File: config.mk
export PLATFORM = sky130hd
export DESIGN_NAME = seven_segment_capture_flat
export DESIGN_NICKNAME = d
export VERILOG_FILES = /design/src/rtl/seven_segment_pkg.sv /design/src/rtl/seven_segment_capture_if.sv /design/src/rtl/seven_segment_glyph_decode.sv /design/src/rtl/seven_segment_capture.sv /design/src/flat_wrapper.sv
export SDC_FILE = /design/constraint.sdc
export NUM_CORES = 1
export LEC_CHECK = 0
export CORE_AREA = 2 2 66 75
export CTS_BUF_LIST = sky130_fd_sc_hd__clkbuf_8
export CTS_CLUSTER_SIZE = 8
export DETAILED_ROUTE_END_ITERATION = 8
export DIE_AREA = 0 0 68 77
export HOLD_SLACK_MARGIN = 0.12
export MAX_ROUTING_LAYER = met4
export PLACE_DENSITY = 0.66
export SLEW_MARGIN = 20
export SYNTH_ARGS = -nofsm -noshare
export SYNTH_HDL_FRONTEND = slang
export SYNTH_HIERARCHICAL = 1
export SYNTH_SLANG_ARGS = --single-unit
export TNS_END_PERCENT = 50
File: constraint.sdc
create_clock -name clk -period 3 [get_ports clk]
set_input_delay 0.6 -clock clk [delete_from_list [all_inputs] [get_ports clk]]
set_output_delay 0.6 -clock clk [all_outputs]
set_load 0.02 [all_outputs]
File: src/rtl/seven_segment_pkg.sv
// Shared definitions for the seven-segment display path: glyph constants
// (gfedcba, active-high, bit0 = seg a), capture FSM encoding and the
// default settle length. The display driver encodes with the same glyphs.
package seven_segment_pkg;

  localparam int STABLE_CYCLES_DEFAULT = 16;

  localparam logic [6:0] GLYPH_0 = 7'h3F;
  localparam logic [6:0] GLYPH_1 = 7'h06;
  localparam logic [6:0] GLYPH_2 = 7'h5B;
  localparam logic [6:0] GLYPH_3 = 7'h4F;
  localparam logic [6:0] GLYPH_4 = 7'h66;
  localparam logic [6:0] GLYPH_5 = 7'h6D;
  localparam logic [6:0] GLYPH_6 = 7'h7D;
  localparam logic [6:0] GLYPH_7 = 7'h07;
  localparam logic [6:0] GLYPH_8 = 7'h7F;
  localparam logic [6:0] GLYPH_9 = 7'h6F;
  localparam logic [6:0] GLYPH_A = 7'h77;
  localparam logic [6:0] GLYPH_B = 7'h7C;
  localparam logic [6:0] GLYPH_C = 7'h39;
  localparam logic [6:0] GLYPH_D = 7'h5E;
  localparam logic [6:0] GLYPH_E = 7'h79;
  localparam logic [6:0] GLYPH_F = 7'h71;

  typedef enum logic [1:0] {
    ST_IDLE   = 2'd0,
    ST_SETTLE = 2'd1,
    ST_HOLD   = 2'd2
  } cap_state_t;

endpackage

File: src/rtl/seven_segment_capture_if.sv
// Display bus as seen by the capture block: segment lines and digit select
// driven by the display side, reconstructed value and strobes returned.
interface seven_segment_capture_if #(
  parameter int AW = 8,
  parameter int DW = 7
);
  logic [DW-1:0] led_port;
  logic          c;
  logic [AW-1:0] data;
  logic          valid;
  logic          err;

  modport master (output led_port, output c, input data, input valid, input err);
  modport slave  (input led_port, input c, output data, output valid, output err);
endinterface

File: src/rtl/seven_segment_glyph_decode.sv
// Combinational glyph-to-nibble decoder; legal is low for any pattern that
// is not one of the 16 hex glyphs (00 included).
module seven_segment_glyph_decode
  import seven_segment_pkg::*;
#(
  parameter int DW = 7
) (
  input  logic [DW-1:0] seg,
  output logic [3:0]    nibble,
  output logic          legal
);

  // Map glyph pattern back to its hex value.
  always_comb begin
    nibble = 4'h0;
    legal  = 1'b1;
    case (seg)
      GLYPH_0: nibble = 4'h0;
      GLYPH_1: nibble = 4'h1;
      GLYPH_2: nibble = 4'h2;
      GLYPH_3: nibble = 4'h3;
      GLYPH_4: nibble = 4'h4;
      GLYPH_5: nibble = 4'h5;
      GLYPH_6: nibble = 4'h6;
      GLYPH_7: nibble = 4'h7;
      GLYPH_8: nibble = 4'h8;
      GLYPH_9: nibble = 4'h9;
      GLYPH_A: nibble = 4'hA;
      GLYPH_B: nibble = 4'hB;
      GLYPH_C: nibble = 4'hC;
      GLYPH_D: nibble = 4'hD;
      GLYPH_E: nibble = 4'hE;
      GLYPH_F: nibble = 4'hF;
      default: legal  = 1'b0;
    endcase
  end

endmodule

File: src/rtl/seven_segment_capture.sv
// Seven-segment bus capture: synchronizes the segment/digit-select pins,
// waits for each digit phase to settle, decodes the glyph and publishes
// {hi, lo} with a one-cycle valid strobe (err strobe on illegal glyph).
// Build option SEG_CAPTURE_CHANGE_ONLY_EN: valid only when the frame value
// differs from the current data (first frame after reset always pulses).
//
// state  | meaning
// IDLE   | after reset, waiting for the first digit-select edge
// SETTLE | counting unchanged samples of {c, led_port}
// HOLD   | glyph taken for this phase, waiting for the next c edge
module seven_segment_capture
  import seven_segment_pkg::*;
#(
  parameter int AW            = 8,
  parameter int DW            = 7,
  parameter int STABLE_CYCLES = STABLE_CYCLES_DEFAULT
) (
  input  logic                  clk,
  input  logic                  reset,
  seven_segment_capture_if.slave bus
);

  localparam int CW = (STABLE_CYCLES > 2) ? $clog2(STABLE_CYCLES) : 1;
  localparam logic [CW-1:0] CNT_LOAD = CW'(STABLE_CYCLES - 1);

  logic [DW-1:0] led_s1, led_s2, led_prev;
  logic          c_s1, c_s2, c_prev;

  cap_state_t    state, state_nxt;
  logic [CW-1:0] cnt, cnt_nxt;
  logic [3:0]    hi, hi_nxt, lo, lo_nxt;
  logic          got_hi, got_hi_nxt, got_lo, got_lo_nxt;
  logic [AW-1:0] data_q, data_nxt;
  logic          valid_q, valid_nxt, err_q, err_nxt;
  logic [AW-1:0] frame;
  logic          publish_ok;
  logic          c_chg, seg_chg;
  logic [3:0]    nibble;
  logic          legal;

  seven_segment_glyph_decode #(.DW(DW)) u_decode (
    .seg    (led_s2),
    .nibble (nibble),
    .legal  (legal)
  );

  // Two-flop synchronizers plus a delayed copy for change detection.
  always_ff @(posedge clk or posedge reset) begin
    if (reset) begin
      led_s1   <= '0;
      led_s2   <= '0;
      led_prev <= '0;
      c_s1     <= 1'b0;
      c_s2     <= 1'b0;
      c_prev   <= 1'b0;
    end else begin
      led_s1   <= bus.led_port;
      led_s2   <= led_s1;
      led_prev <= led_s2;
      c_s1     <= bus.c;
      c_s2     <= c_s1;
      c_prev   <= c_s2;
    end
  end

  assign c_chg   = c_s2 ^ c_prev;
  assign seg_chg = (led_s2 != led_prev);
  assign frame   = {hi, nibble};

`ifdef SEG_CAPTURE_CHANGE_ONLY_EN
  logic published, published_nxt;

  // Remembers whether any frame has been published since reset.
  always_ff @(posedge clk or posedge reset) begin
    if (reset) published <= 1'b0;
    else       published <= published_nxt;
  end

  assign publish_ok = !published || (frame != data_q);
`else
  assign publish_ok = 1'b1;
`endif

  // State, counter, captured nibbles and registered outputs.
  always_ff @(posedge clk or posedge reset) begin
    if (reset) begin
      state   <= ST_IDLE;
      cnt     <= '0;
      hi      <= 4'h0;
      lo      <= 4'h0;
      got_hi  <= 1'b0;
      got_lo  <= 1'b0;
      data_q  <= '0;
      valid_q <= 1'b0;
      err_q   <= 1'b0;
    end else begin
      state   <= state_nxt;
      cnt     <= cnt_nxt;
      hi      <= hi_nxt;
      lo      <= lo_nxt;
      got_hi  <= got_hi_nxt;
      got_lo  <= got_lo_nxt;
      data_q  <= data_nxt;
      valid_q <= valid_nxt;
      err_q   <= err_nxt;
    end
  end

  // Next-state, settle timer (down-count to zero) and capture/publish logic.
  always_comb begin
    state_nxt  = state;
    cnt_nxt    = cnt;
    hi_nxt     = hi;
    lo_nxt     = lo;
    got_hi_nxt = got_hi;
    got_lo_nxt = got_lo;
    data_nxt   = data_q;
    valid_nxt  = 1'b0;
    err_nxt    = 1'b0;
`ifdef SEG_CAPTURE_CHANGE_ONLY_EN
    published_nxt = published;
`endif
    case (state)
      ST_IDLE: begin
        if (c_chg) begin
          state_nxt = ST_SETTLE;
          cnt_nxt   = CNT_LOAD;
        end
      end
      ST_SETTLE: begin
        if (c_chg || seg_chg) begin
          // A digit-select edge mid-settle means a phase was missed, so a
          // pending hi nibble must not pair with the next lo.
          cnt_nxt = CNT_LOAD;
          if (c_chg) got_hi_nxt = 1'b0;
        end else if (cnt == '0) begin
          state_nxt = ST_HOLD;
          if (!legal) begin
            err_nxt    = 1'b1;
            got_hi_nxt = 1'b0;
            got_lo_nxt = 1'b0;
          end else if (c_s2) begin
            hi_nxt     = nibble;
            got_hi_nxt = 1'b1;
          end else begin
            lo_nxt     = nibble;
            got_lo_nxt = 1'b1;
            if (got_hi) begin
              data_nxt   = frame;
              valid_nxt  = publish_ok;
              got_hi_nxt = 1'b0;
              got_lo_nxt = 1'b0;
`ifdef SEG_CAPTURE_CHANGE_ONLY_EN
              published_nxt = 1'b1;
`endif
            end
          end
        end else begin
          cnt_nxt = cnt - 1'b1;
        end
      end
      ST_HOLD: begin
        if (c_chg) begin
          state_nxt = ST_SETTLE;
          cnt_nxt   = CNT_LOAD;
        end
      end
      default: state_nxt = ST_IDLE;
    endcase
  end

  assign bus.data  = data_q;
  assign bus.valid = valid_q;
  assign bus.err   = err_q;

endmodule

File: src/flat_wrapper.sv
// flat-port wrapper written by rule: the top's interface ports become plain ports
module seven_segment_capture_flat import seven_segment_pkg::*;
#(
  parameter int AW            = 8,
  parameter int DW            = 7,
  parameter int STABLE_CYCLES = STABLE_CYCLES_DEFAULT
)
  (clk, reset, bus_led_port, bus_c, bus_data, bus_valid, bus_err);
  seven_segment_capture_if #(.AW(AW), .DW(DW)) bus_i ();
  input  logic clk;
  input  logic reset;
  input wire logic [$bits(bus_i.led_port)-1:0] bus_led_port;
  input wire logic [$bits(bus_i.c)-1:0] bus_c;
  output wire logic [$bits(bus_i.data)-1:0] bus_data;
  output wire logic [$bits(bus_i.valid)-1:0] bus_valid;
  output wire logic [$bits(bus_i.err)-1:0] bus_err;
  assign bus_i.led_port = bus_led_port;
  assign bus_i.c = bus_c;
  assign bus_data = bus_i.data;
  assign bus_valid = bus_i.valid;
  assign bus_err = bus_i.err;
  seven_segment_capture #(.AW(AW), .DW(DW), .STABLE_CYCLES(STABLE_CYCLES)) u_core (.clk(clk), .reset(reset), .bus(bus_i));
endmodule
==> flow_metrics.tcl, run 1 <==
set metrics [dict create \
    post-cts-setup-buffer-count 0 \
    timing.critical_path.slowest_cell_delay_ns 0.58 \
    worst_hold_slack_ns 0.3530 \
    timing_worst_setup_path_type "register to register" \
    timing_worst_slew_pin_value_ns 0.5710 \
    numCtsBuffers 5 \
    area_added_between_synthesis_and_finish_pct 16.48 \
    setup.worst_path.end_class "register" \
    synthesized_netlist_cell_count 172 \
    start_kind "register" \
    synth-edff-count 0 \
    timing_max_transition_violations_final 0 \
    hp-class "register to register" \
    layout.cells.most_common "sky130_fd_sc_hd__dfrtp_1" \
    finalSetupViolCount 0 \
    die-height_um 77 \
    cts.hold.buffers_added 0 \
    ys_flop_type "sky130_fd_sc_hd__dfrtp_1" \
    clock_insertion_delay_worst_skew_ns 0.29 \
    first_global_vias 1374 \
    post-route-worst-setup-slack_ns 0.3169 \
    cellPowerDensity_nw_per_um2 466.5 \
    crit_required_ns 3.18 \
    synth.net_count 183 \
    regToRegSetupSlack_ns 0.32 \
    min_period_ns 2.683 \
    regToRegEndpoint "u_core/bus.data[2]" \
    chipWidth_um 68 \
    start_util 0.4565 \
    finalHoldViolations 0 \
    antenna_found_initial 0 \
    synth_cell_types 52 \
    cts_max_path_buffers 2 \
    reg2reg_from "u_core/led_s2[4]" \
    die_area_um2 5236 \
    synth.cell_area_um2 2049 \
    worst_r2r_path_depth 7 \
    place_worst_setup_slack_ns 0.2972 \
    maxcap_violations 0 \
    skew_ns 0.005526 \
    clock-root-buffer "sky130_fd_sc_hd__clkbuf_8" \
    timing.slew.headroom 0.6164 \
    crit_chain "or2b_1 -> nor3_1 -> a41o_1 -> nand3b_1 -> nand3b_1 -> nor4_4 -> mux2_2" \
    n_antenna_cell 0 \
    grt_first_pass_wirelength_mm 6.168 \
    dr.pass1.iters 4 \
    tritoncts "built" \
    wl_per_cell_um 14.58 \
    drt-vias-per-instance 5.787 \
    finalCritPeriodShare 0.8944 \
    setup_repair_after_global_routing_missed_its_margin "false" \
    drive_above_1_share 0.1658 \
    tritoncts_num_sinks 45 \
    synth-seq-cells 45 \
    status "finished clean" \
    final_net_count 203 \
    crit_fanout 12 \
    post_detailed_route_drc_marker_count 0 \
    top_level_ports 20 \
    max-vdd-ir-drop_mv 0.3794 \
    critPathLaunch "u_core/led_s2[4]" \
    mostFrequentLayoutCells "sky130_fd_sc_hd__dfrtp_1 (45), sky130_fd_sc_hd__clkdlybuf4s50_1 (19), sky130_fd_sc_hd__mux2_2 (12)" \
    grt_start_max_net_pins 46 \
    io_buffer_count 19 \
    vias 1441 \
    synth_async_sr_flop_share 1.000 \
    routed_wl_mm 3.631 \
    synth.avg_cell_area_um2 11.92 \
    arrival_ns 2.86 \
    fin_util 0.5318 \
    synth_sequential_area_ratio 0.5495 \
    design.core.area_um2 4489 \
    dr.first_iter.drc_count 85 \
    gr-total-overflow 0 \
    critical-path-top-cell-by-count "sky130_fd_sc_hd__nand3b_1" \
    total_negative_slack_for_setup_checks_ns 0 \
    worst_setup_path_endpoint "u_core/bus.data[2]" \
    gp_congestion 0.8271 \
    grt.total_usage 0.1593 \
    power_leakage_nw 0.9929 \
    clkTransAtPathRegs_ns 0.08 \
    clock.fmax_mhz 372.7 \
    cp_slowest_cell "sky130_fd_sc_hd__dfrtp_1" \
    detailedPlacementHpwl_mm 2.525 \
    h-tree-depth 2 \
    ys_warn_count 6 \
    rows 26 \
    antenna_left 0 \
]
==> timing repair <==
| action | 4_1_cts | 5_1_grt |
|---|---|---|
| gates resized for setup | 0 | 1 |
| endpoints found under the setup margin | 0 | 1 |
| hold endpoints to repair | 0 | 0 |
==> cells by family (layout without fill, tap and decap cells) <==
kind of cell,after synthesis,count (layout),share of synthesized area
AO/OA/AOI/OAI,37,37,0.1251
XOR/XNOR,9,9,0.04213
adder cells (fa/ha/maj),1,1,0.006104
buffers and inverters,15,36,0.03602
flip-flops,45,45,0.5495
multiplexers,13,13,0.07082
AND/OR/NAND/NOR,52,52,0.1703
==> flip-flops by register name, summed over array words and instances, names as in the netlist, 2 cells and up <==
name,count
u_core/bus.data,8
u_core/led_prev,7
u_core/led_s1,7
u_core/led_s2,7
u_core/cnt,4
u_core/hi,4
u_core/state,2
==> Yosys cell counts, types with 4 or more instances <==
cell                        n  area share
sky130_fd_sc_hd__nand2b_1   4       0.012
sky130_fd_sc_hd__nor4_1     4       0.012
sky130_fd_sc_hd__mux2_2    12       0.066
sky130_fd_sc_hd__xnor2_1    7       0.030
sky130_fd_sc_hd__a21oi_1    5       0.012
sky130_fd_sc_hd__nand2_1    8       0.015
sky130_fd_sc_hd__nor3_1     7       0.017
sky130_fd_sc_hd__o21ai_0    9       0.022
sky130_fd_sc_hd__nor2_1     4      0.0073
sky130_fd_sc_hd__dfrtp_1   45        0.55
sky130_fd_sc_hd__nand3b_1   6       0.022
sky130_fd_sc_hd__inv_1      7       0.013
sky130_fd_sc_hd__buf_2      5       0.012
==> stage by stage <==
step,instances,power [W],instance area (um2)
3_3_place_gp,241,0.0007287,2277
2_1_floorplan,172,0.0007059,2049
5_1_grt,249,0.001164,2387
6_report,249,0.001114,2387
3_5_place_dp,241,0.0007303,2277
4_1_cts,249,0.001130,2379
==> routing by layer <==
metal / vias up / global-route usage / part of all wire
met2: 47 / 0.2447 / 0.51
met3: 6 / 0.04399 / 0.050
met1: 713 / 0.1918 / 0.42
li1: 675 / - / -
met5: - / - / 0
met4: 0 / 0.07400 / 0.021
==> where the power goes <==
group	internal, W	switching, W	leakage, nW
logic	0.0000335	0.0000416	0.392
registers	0.000622	0.0000210	0.547
clock network	0.000208	0.000187	0.0542
total	0.000864	0.000250	0.993
==> layout make-up <==
type / instances / area (um2)
Inverter: 7 / 26.28
Tap cell: 56 / 70.07
Fill cell: 391 / 2102
Multi-Input combinational cell: 112 / 858.3
Clock buffer: 7 / 96.34
Clock inverter: 1 / 5.005
Timing Repair Buffer: 21 / 205.2
Sequential cell: 45 / 1126
==> critical path, delay by kind of cell, from the launching register on <==
kind	cells	cell delay [ns]
simple gates	5	1.41
flops	1	0.58
mux	1	0.41
compound gates	1	0.18
==> how the worst min path moves through the flow <==
stage,endpoint,slack (ns),startpoint,depth (start not counted)
final,u_core/led_s2[3],0.35,u_core/led_s1[3],0
after global routing,u_core/led_s2[1],0.36,u_core/led_s1[1],0
after floorplan,u_core/c_s2,0.33,u_core/c_s1,0
after global placement,u_core/led_s2[1],0.33,u_core/led_s1[1],0
after detailed placement,u_core/led_s2[3],0.34,u_core/led_s1[3],0
after CTS,u_core/led_s2[3],0.36,u_core/led_s1[3],0
Note: power is estimated with default switching activity, not from simulation.
==> run 2, diff against run 1 <==
--- a/config.mk
+++ b/config.mk
@@ -5,14 +5,15 @@
 export SDC_FILE = /design/constraint.sdc
 export NUM_CORES = 1
 export LEC_CHECK = 0
-export CORE_AREA = 2 2 66 75
+export ABC_AREA = 1
+export CORE_AREA = 2 2 67 75
 export CTS_BUF_LIST = sky130_fd_sc_hd__clkbuf_8
 export CTS_CLUSTER_SIZE = 8
 export DETAILED_ROUTE_END_ITERATION = 8
-export DIE_AREA = 0 0 68 77
+export DIE_AREA = 0 0 69 77
 export HOLD_SLACK_MARGIN = 0.12
 export MAX_ROUTING_LAYER = met4
-export PLACE_DENSITY = 0.66
+export PLACE_DENSITY = 0.62
 export SLEW_MARGIN = 20
 export SYNTH_ARGS = -nofsm -noshare
 export SYNTH_HDL_FRONTEND = slang
==> run 2 against run 1 <==
Hold slack got worse by 0.0033 ns. Die area increased by 1.5%. Clock skew is 0.00077 ns higher. Global-route usage grew 0.20 points. Critical path type unchanged. Total power up 8.2%. Clock power grew 19%. Setup slack better by 0.59 ns. Via count increased by 8.7%. Non-clock buffer count shrank 1. Register-to-register slack better by 0.59 ns. Final cell count is 29% higher. Sequential power hardly changed.
==> flow_metrics.tcl, run 2 <==
set metrics [dict create \
    total_negative_slack_for_setup_checks_ns 0 \
    dr.first_iter.drc_count 93 \
    max-vdd-ir-drop_mv 0.3278 \
    detailedPlacementHpwl_mm 2.802 \
    tritoncts "built" \
    worst_r2r_path_depth 10 \
    first_global_vias 1650 \
    routed_wl_mm 3.781 \
    synthDominantAreaCellType "sky130_fd_sc_hd__dfrtp_1" \
    synth_async_sr_flop_share 1.000 \
    hp-class "register to register" \
    finalSetupViolCount 0 \
    rows 26 \
    n_antenna_cell 0 \
    power_leakage_nw 1.232 \
    synthTopCellsByArea "sky130_fd_sc_hd__dfrtp_1 (54%), sky130_fd_sc_hd__nand2_1 (14%), sky130_fd_sc_hd__inv_1 (5.8%)" \
    timing.slew.headroom 0.6173 \
    fill_count 455 \
    drive_above_1_share 0.1015 \
    post-cts-setup-buffer-count 0 \
    cellPowerDensity_nw_per_um2 496.6 \
    synth_top_area_frac 0.5448 \
    numCtsBuffers 5 \
    design.core.area_um2 4554 \
    gp_congestion 0.9286 \
    min_period_ns 2.095 \
    skew_ns 0.006293 \
    fin_total_pwr_w 0.001205 \
    io_buffer_count 19 \
    setup.worst_path.end_class "register" \
    start_kind "register" \
    ys_flop_type "sky130_fd_sc_hd__dfrtp_1" \
    layout.cells.most_common "sky130_fd_sc_hd__nand2_1" \
    clock-root-buffer "sky130_fd_sc_hd__clkbuf_8" \
    antenna_left 0 \
    drt-vias-per-instance 4.866 \
    die-height_um 77 \
    finalHoldViolations 0 \
    die_area_um2 5313 \
    h-tree-depth 2 \
    sequential_cell_area_um2 1126 \
    chipWidth_um 69 \
    synth_sequential_area_ratio 0.5448 \
    timing_worst_setup_path_type "register to register" \
    gr-total-overflow 0 \
    grt_first_pass_wirelength_mm 6.851 \
    cts_repair_resize_count 0 \
    clock.fmax_mhz 477.4 \
    regToRegSetupSlack_ns 0.91 \
    area_added_between_synthesis_and_finish_pct 17.43 \
    tritoncts_num_sinks 45 \
    worst_setup_path_endpoint "u_core/bus.data[4]" \
    vias 1567 \
    regToRegEndpoint "u_core/bus.data[4]" \
    synth.net_count 252 \
    final_net_count 276 \
    critPathLaunch "u_core/led_s2[4]" \
    ys_warn_count 6 \
    arrival_ns 2.32 \
    largest_reg_flops 8 \
    post_detailed_route_drc_marker_count 0 \
    reg2reg_from "u_core/led_s2[4]" \
    setup_repair_after_global_routing_missed_its_margin "false" \
    synth.most_common_cell "sky130_fd_sc_hd__nand2_1" \
    clock_insertion_delay_worst_skew_ns 0.29 \
    wl_per_cell_um 11.74 \
    synth.cells.most_frequent "sky130_fd_sc_hd__nand2_1 (75), sky130_fd_sc_hd__dfrtp_1 (45), sky130_fd_sc_hd__inv_1 (32)" \
    status "finished clean" \
    cts.hold.buffers_added 0 \
    maxcap_violations 0 \
    synth-seq-cells 45 \
    crit_required_ns 3.23 \
    synth.avg_cell_area_um2 8.577 \
    mostFrequentLayoutCells "sky130_fd_sc_hd__nand2_1 (75), sky130_fd_sc_hd__dfrtp_1 (45), sky130_fd_sc_hd__inv_1 (31)" \
    dr.pass1.iters 4 \
    start_util 0.4538 \
    cts_max_path_buffers 2 \
    timing_worst_slew_pin_value_ns 0.5734 \
    multiInputGateArea_um2 782.0 \
    synth-edff-count 0 \
    timing_max_transition_violations_final 0 \
    antenna_found_initial 0 \
    clkTransAtPathRegs_ns 0.09 \
    synth_cell_types 26 \
    synth.cell_area_um2 2067 \
    top_level_ports 20 \
    finalCritPeriodShare 0.6983 \
    synthesized_netlist_cell_count 241 \
    grt.total_usage 0.1613 \
    grt_start_max_net_pins 46 \
    crit_fanout 13 \
]
==> run 2: cell types whose count changed after synthesis, moves of 4 or more <==
cell	before	now
sky130_fd_sc_hd__inv_1	7	32
sky130_fd_sc_hd__nand3b_1	6	2
sky130_fd_sc_hd__nand2_1	8	75
sky130_fd_sc_hd__xnor2_1	7	2
sky130_fd_sc_hd__mux2_2	12	0
sky130_fd_sc_hd__a21oi_1	5	0
sky130_fd_sc_hd__nand4_1	2	6
sky130_fd_sc_hd__nor3_1	7	2
sky130_fd_sc_hd__buf_2	5	1
sky130_fd_sc_hd__nand3_1	2	19
sky130_fd_sc_hd__o21ai_2	0	4
sky130_fd_sc_hd__nor4_1	4	0
sky130_fd_sc_hd__nor2_1	4	24
==> run 2: where the power goes <==
part	switching (W)	total, W	internal [W]
logic	0.0000565	0.0000883	0.0000318
registers	0.0000196	0.000646	0.000626
clock network	0.000200	0.000471	0.000271
==> run 2: worst max-delay path, cell delays in order (launching register included) <==
cell and delay [ns]:
sky130_fd_sc_hd__dfrtp_1 0.52, sky130_fd_sc_hd__inv_1 0.07, sky130_fd_sc_hd__nand2_1 0.06, sky130_fd_sc_hd__nand2_1 0.05, sky130_fd_sc_hd__nor2_1 0.13, sky130_fd_sc_hd__nand2_1 0.08, sky130_fd_sc_hd__nor2_2 0.45, sky130_fd_sc_hd__nand4_4 0.32
sky130_fd_sc_hd__inv_1 0.22, sky130_fd_sc_hd__nand2_1 0.07, sky130_fd_sc_hd__nand2_1 0.06
==> run 2: per-stage QoR <==
stage	hold WS (ns)	util	worst slack, ns	cell area [um2]	cells
3_3_place_gp	0.3330	0.5066	0.9004	2307	314
4_1_cts	0.3554	0.5330	0.8566	2427	322
5_1_grt	0.3593	0.5330	0.6146	2427	322
2_1_floorplan	0.3312	-	1.341	2067	241
6_report	0.3497	0.5330	0.9052	2427	322
3_5_place_dp	0.3358	0.5066	0.8862	2307	314
==> run 2: final cells by class <==
class                           count  area share
Inverter                           35     0.05412
Timing Repair Buffer               20     0.08144
Clock inverter                      2     0.01546
Tap cell                           56     0.02887
Clock buffer                        6     0.03402
Multi-Input combinational cell    158      0.3222
Sequential cell                    45      0.4639
==> run 2: logic make-up after synthesis <==
group | synth area share
simple gates | 0.3220
flops | 0.5448
xor+xnor | 0.01271
fa+ha+maj | 0.006052
buf+inv | 0.07688
compound gates | 0.03753
==> run 2: worst min path at each step <==
stage | startpoint | endpoint | depth (start not counted)
after global placement | u_core/led_s1[6] | u_core/led_s2[6] | 0
after CTS | u_core/c_s1 | u_core/c_s2 | 0
after floorplan | u_core/c_s1 | u_core/c_s2 | 0
after global routing | u_core/led_s1[0] | u_core/led_s2[0] | 0
final | u_core/led_s1[6] | u_core/led_s2[6] | 0
after detailed placement | u_core/c_s1 | u_core/c_s2 | 0
==> run 2: per-layer routing <==
layer	GRT usage	routed length, um	vias to the layer above
met5	-	0	-
met4	0.04118	16	0
met3	0.03679	110	2
met2	0.2856	1997	31
met1	0.1841	1657	742
li1	-	-	792
